$ cat src/rtl/boxcar_decimator_if.sv
// boxcar_decimator_if: sample-in / average-out bundle between a boxcar decimator and its neighbours.
interface boxcar_decimator_if #(
   parameter int DATA_WIDTH = 8,
   parameter int MAX_LOG2_N = 6
);
   localparam int KW = $clog2(MAX_LOG2_N + 1);
   logic [KW-1:0]         log2_n;
   logic                  clr;
   logic                  din_valid;
   logic [DATA_WIDTH-1:0] din;
   logic [DATA_WIDTH-1:0] dout;
   logic                  dout_valid;
   modport master (output log2_n, clr, din_valid, din, input dout, dout_valid);
   modport slave (input log2_n, clr, din_valid, din, output dout, dout_valid);
endinterface

$ cat src/rtl/boxcar_decimator.sv
// boxcar_decimator: integrate-and-dump averager, sums 2^k valid samples and emits one rounded,
// saturated average with a single-cycle strobe.
module boxcar_decimator #(
   parameter int DATA_WIDTH = 8,
   parameter int MAX_LOG2_N = 6
) (
   input  logic               clk,
   input  logic               resetn,
   boxcar_decimator_if.slave  bus
);
   localparam int KW = $clog2(MAX_LOG2_N + 1);
   localparam int AW = DATA_WIDTH + MAX_LOG2_N;
   localparam logic signed [AW:0]         OUT_MAX = (AW+1)'(2 ** (DATA_WIDTH - 1) - 1);
   localparam logic signed [AW:0]         OUT_MIN = ~OUT_MAX;
   localparam logic [AW:0]                ONE_W   = (AW+1)'(1);
   localparam logic [MAX_LOG2_N:0]        ONE_M   = (MAX_LOG2_N+1)'(1);
   localparam logic [MAX_LOG2_N-1:0]      ONE_C   = MAX_LOG2_N'(1);
   localparam logic [KW-1:0]              K_MAX   = KW'(MAX_LOG2_N);
   typedef enum logic {IDLE, ACCUM} state_t;
   state_t                  state_q, state_d;
   logic signed [AW-1:0]    acc_q, acc_d;
   logic [MAX_LOG2_N-1:0]   cnt_q, cnt_d;
   logic [KW-1:0]           k_q, k_d;
   logic [DATA_WIDTH-1:0]   dout_q, dout_d;
   logic                    dout_valid_q, dout_valid_d;
   logic [KW-1:0]           k_in, k_eff;
   logic                    start, last, dump;
   logic signed [AW-1:0]    acc_base;
   logic [MAX_LOG2_N-1:0]   cnt_base;
   logic [MAX_LOG2_N:0]     mask;
   logic signed [AW:0]      sum, rnd, tot, avg;
   logic [DATA_WIDTH-1:0]   sat;
   // A new block begins from IDLE or whenever clr discards the partial sum.
   always_comb begin
      k_in     = (bus.log2_n > K_MAX) ? K_MAX : bus.log2_n;
      start    = (state_q == IDLE) || bus.clr;
      k_eff    = start ? k_in : k_q;
      acc_base = start ? '0 : acc_q;
      cnt_base = start ? '0 : cnt_q;
      mask     = (ONE_M << k_eff) - ONE_M;
      last     = {1'b0, cnt_base} == mask;
      dump     = bus.din_valid && last;
      sum      = {acc_base[AW-1], acc_base} + {{(AW+1-DATA_WIDTH){bus.din[DATA_WIDTH-1]}}, bus.din};
      rnd      = (ONE_W << k_eff) >> 1;
      tot      = sum + rnd;
      avg      = tot >>> k_eff;
      sat      = (avg > OUT_MAX) ? OUT_MAX[DATA_WIDTH-1:0] :
                 (avg < OUT_MIN) ? OUT_MIN[DATA_WIDTH-1:0] : avg[DATA_WIDTH-1:0];
   end
   always_comb begin
      acc_d        = dump ? '0 : bus.din_valid ? sum[AW-1:0] : bus.clr ? '0 : acc_q;
      cnt_d        = dump ? '0 : bus.din_valid ? cnt_base + ONE_C : bus.clr ? '0 : cnt_q;
      state_d      = dump ? IDLE : bus.din_valid ? ACCUM : bus.clr ? IDLE : state_q;
      k_d          = bus.din_valid ? k_eff : k_q;
      dout_d       = dump ? sat : dout_q;
      dout_valid_d = dump;
   end
   always_ff @(posedge clk or negedge resetn) begin
      if (!resetn) begin
         state_q      <= IDLE;
         acc_q        <= '0;
         cnt_q        <= '0;
         k_q          <= '0;
         dout_q       <= '0;
         dout_valid_q <= 1'b0;
      end else begin
         state_q      <= state_d;
         acc_q        <= acc_d;
         cnt_q        <= cnt_d;
         k_q          <= k_d;
         dout_q       <= dout_d;
         dout_valid_q <= dout_valid_d;
      end
   end
   assign bus.dout       = dout_q;
   assign bus.dout_valid = dout_valid_q;
endmodule

$ cat src/flat_wrapper.sv
// flat-port wrapper written by rule: the top's interface ports become plain ports
module boxcar_decimator_flat 
#(
   parameter int DATA_WIDTH = 8,
   parameter int MAX_LOG2_N = 6
)
  (clk, resetn, bus_log2_n, bus_clr, bus_din_valid, bus_din, bus_dout, bus_dout_valid);
  boxcar_decimator_if #(.DATA_WIDTH(DATA_WIDTH), .MAX_LOG2_N(MAX_LOG2_N)) bus_i ();
  input  logic clk;
  input  logic resetn;
  input wire logic [$bits(bus_i.log2_n)-1:0] bus_log2_n;
  input wire logic [$bits(bus_i.clr)-1:0] bus_clr;
  input wire logic [$bits(bus_i.din_valid)-1:0] bus_din_valid;
  input wire logic [$bits(bus_i.din)-1:0] bus_din;
  output wire logic [$bits(bus_i.dout)-1:0] bus_dout;
  output wire logic [$bits(bus_i.dout_valid)-1:0] bus_dout_valid;
  assign bus_i.log2_n = bus_log2_n;
  assign bus_i.clr = bus_clr;
  assign bus_i.din_valid = bus_din_valid;
  assign bus_i.din = bus_din;
  assign bus_dout = bus_i.dout;
  assign bus_dout_valid = bus_i.dout_valid;
  boxcar_decimator #(.DATA_WIDTH(DATA_WIDTH), .MAX_LOG2_N(MAX_LOG2_N)) u_core (.clk(clk), .resetn(resetn), .bus(bus_i));
endmodule
$ cat config.mk
export PLATFORM = sky130hd
export DESIGN_NAME = boxcar_decimator_flat
export DESIGN_NICKNAME = d
export VERILOG_FILES = /design/src/rtl/boxcar_decimator_if.sv /design/src/rtl/boxcar_decimator.sv /design/src/flat_wrapper.sv
export SDC_FILE = /design/constraint.sdc
export NUM_CORES = 1
export LEC_CHECK = 0
export ABC_AREA = 0
export BUFFER_PORTS_ARGS = -buffer_cell sky130_fd_sc_hd__buf_2
export CAP_MARGIN = 20
export CORE_MARGIN = 5
export CORE_UTILIZATION = 50
export CTS_CLUSTER_DIAMETER = 50
export DETAILED_ROUTE_END_ITERATION = 12
export GPL_ROUTABILITY_DRIVEN = 0
export HOLD_SLACK_MARGIN = 0.06
export PLACE_DENSITY = 0.77
export SYNTH_ARGS = -nofsm -noshare
export SYNTH_HDL_FRONTEND = slang
export SYNTH_SLANG_ARGS = --single-unit
$ cat constraint.sdc
create_clock -name clk -period 5.6 [get_ports clk]
set_input_delay 0.56 -clock clk [delete_from_list [all_inputs] [get_ports clk]]
set_output_delay 0.56 -clock clk [all_outputs]
set_load 0.01 [all_outputs]
==> impl_metrics.py <==
metrics = {
    "setup_path": {
        "critPathMaxFanout": 31,
        "cp_top_family": "compound AO/OA/AOI/OAI gates",
        "crit_required_ns": 5.82,
        "crit_slowest_cell": "fa_1",
        "cp.depth": 19,
        "critPathMaxStageDelay_ns": 0.47,
        "start_kind": "flop",
        "path_buf_inv": 1,
        "worstSetupPathType": "reg -> reg",
        "arrival_ns": 5.31,
        "crit_chain": "nor2b_2 > buf_4 > nand2_1 > fa_1 > nand2b_1 > nand2b_1 > a21oi_1 > xnor2_1 > ha_1 > a211oi_1 > nand2_1 > o311ai_4 > nor3_2 > o32a_1 > or2_1 > a221o_1 > nor4_2 > o21a_2 > a221o_1",
        "r2r_cells": 19,
        "end_kind": "flop",
    },
    "logic_synthesis": {
        "synth_edf_count": 0,
        "netlist_instances": 448,
        "netlist_area_sq_um": 3660,
        "syn-num-nets": 488,
        "synth_area_leaders": "dfrtp_1, ha_1, nand2_1",
        "ys_types": 78,
        "netlist.area_leader.share": 0.226,
        "yosysTopAreaCell": "dfrtp_1",
        "ys_seq_area_frac": 0.226,
        "ys.flop_type": "dfrtp_1",
        "synth-warning-count": 0,
        "synth-seq-cells": 33,
        "synthArstFlopShare": 1.00,
        "syn_area_per_cell_sq_um": 8.17,
    },
    "routing": {
        "avgRoutedWirePerCell_um": 15.6,
        "post_drt_via_cell_ratio": 6.11,
        "vias": 3470,
        "drt.antenna.violating_nets": 0,
        "drc": 0,
        "firstDrtPassIters": 6,
        "wirelength_um": 8870,
        "drt_iter0_markers": 182,
    },
    "clock_tree": {
        "numCtsBuffers": 5,
        "clk_pin_slew_worst_paths_ns": 0.07,
        "htree_levels": 2,
        "holdBufCountCts": 0,
        "cts_tree": "done",
        "postCtsSetupRepairBufs": 0,
        "cts_resized": 0,
        "cts_root_buf": "clkbuf_8",
        "clockBufferDepth": 2,
        "clock-sinks": 33,
        "insertion_delay_ns": 0.29,
    },
    "power": {
        "p_sw_w": 0.000389,
        "p_clk_frac": 0.188,
        "p_leak_nw": 1.75,
        "power_switching_share": 0.415,
        "p_int_w": 0.000547,
        "powerDensity_nw_per_um2": 235,
        "peakVddDrop_mv": 0.118,
        "p_comb_frac": 0.506,
        "power_frac_seq": 0.306,
        "totalPowerFinal_w": 0.000936,
    },
    "placement": {
        "hpwl_um": 6880,
        "preCtsSetupSlack_ns": 0.246,
        "place_area_sq_um": 3900,
        "portBuffers": 23,
    },
    "floorplan": {
        "dieArea_sq_um": 9130,
        "die_w_um": 95.5,
        "io_pins": 24,
        "row_count": 31,
        "core_sq_um": 7180,
        "dieHeight_um": 95.5,
        "start_util": 0.510,
    },
    "timing": {
        "rsz0062_at_grt": "false",
        "postLayoutSetupSlackWorst_ns": 0.508,
        "fin_crit_sh": 0.909,
        "tightest_slew_ns": 1.04,
        "finalHoldViolations": 0,
        "slew_headroom": 0.305,
        "whs_ns": 0.337,
        "skew_ns": 0.00625,
        "setup_tns_ns": 0,
        "min_period_ns": 5.09,
        "max_freq_ghz": 0.196,
        "drv_slew": 0,
        "setup_viol": 0,
    },
    "status": {
        "outcome": "finished, final reports clean",
    },
    "grt": {
        "grt_max_degree": 34,
        "track_usage": 0.205,
        "overflow": 0,
        "antenna_found_initial": 0,
        "grt_pass1_vias": 3451,
        "grt_pass1_wl_um": 15400,
    },
    "finish": {
        "multi_input_area_sq_um": 2700,
        "design_area_sq_um": 3980,
        "nets": 508,
        "seq_area_sq_um": 826,
        "drive_above_1_share": 0.154,
        "nFillCells": 673,
        "syn2layout_area_growth_pct": 8.76,
        "num_antenna_cells": 0,
    },
    "run": {
        "cap_viol_max_count": 0,
    },
    "hold_path": {
        "hp-class": "in -> async",
    },
}
-- logic make-up after synthesis --
group                      Yosys count  synth area share
muxes                               13            0.0376
adders and majority gates           25            0.0896
and+or+nand+nor                    156             0.214
DFF                                 33             0.226
xor gates and xnor gates            23            0.0592
AOI/OAI and AO/OA                  162             0.335
buffers and inverters               36            0.0386
-- stage by stage --
stage / instances / utilization
after floorplan: 448 / -
after global placement: 560 / 0.543
after detailed placement: 560 / 0.543
after CTS: 568 / 0.554
after global routing: 568 / 0.554
final: 568 / 0.554
-- path summary, 6_finish.rpt --
kind	start	end	slack (ns)
max	u_core.state_q	u_core.bus.dout[3]	0.51
min	resetn	u_core.acc_q[10]	0.34
max reg2reg	u_core.state_q	u_core.bus.dout[3]	0.51
min reg2reg	u_core.bus.dout[7]	u_core.bus.dout[7]	0.48
max in group asynchronous	resetn	u_core.cnt_q[4]	4.79
min in group clk	u_core.bus.dout[7]	u_core.bus.dout[7]	0.48
-- layout make-up --
| class | instances | share of cell area |
|---|---|---|
| Sequential cell | 33 | 0.208 |
| Clock buffer | 6 | 0.0182 |
| Tap cell | 99 | 0.0311 |
| Multi-Input combinational cell | 379 | 0.680 |
| Inverter | 18 | 0.0170 |
| Timing Repair Buffer | 31 | 0.0440 |
| Clock inverter | 2 | 0.00252 |
-- Yosys cell counts, types with 10 or more instances --
master / instances
nand2_1: 56
o211ai_1: 10
and2_1: 16
xor2_1: 12
nor3_1: 10
ha_1: 23
dfrtp_1: 33
o21ai_0: 31
clkbuf_1: 11
nor2_1: 29
a21oi_1: 26
inv_1: 18
-- per-layer routing --
metal  global-route usage  wire, um  part of all wire  vias to the layer above
met5                    0         0                 0                        -
met1                0.265      3930              0.44                     1652
met3               0.0276       410             0.046                       14
met2                0.358      4410              0.50                       88
met4               0.0521       126             0.014                        0
li1                     -         -                 -                     1716
-- placed cells by master (no fill, tap or decap), types with 4 or more instances in the layout --
master    count
o21ai_1       5
nand2_1      56
nand2b_1      6
o21a_1        7
xor2_1       12
dfrtp_1      33
nor2_1       29
inv_1        18
a22o_1        9
clkbuf_8      5
o22ai_1       5
ha_1         23
xnor2_1       9
mux2_2        6
buf_2        23
nand3_1       9
a211oi_1      6
nor3_1       10
buf_4         8
o211ai_1     10
mux2i_1       7
a21o_1        7
and2_1       16
o21ai_0      31
nor2b_1       4
a221o_1       5
a21oi_1      26
and3_1        5
a31oi_1       4
-- flip-flops by register name, indices dropped and copies added (netlist names) --
register               flops
u_core.k_q                 3
u_core.state_q             1
u_core.cnt_q               6
u_core.acc_q              14
u_core.bus.dout_valid      1
u_core.bus.dout            8
-- power groups by stage --
stage          combinational [W]  sequential [W]  clock [W]
3_5_place_dp            0.000467        0.000291          0
6_report                0.000473        0.000287   0.000176
2_1_floorplan           0.000358        0.000293          0
5_1_grt                 0.000525        0.000290   0.000191
3_3_place_gp            0.000458        0.000290          0
4_1_cts                 0.000470        0.000287   0.000182
No activity file was read; power rests on OpenSTA's default activity.
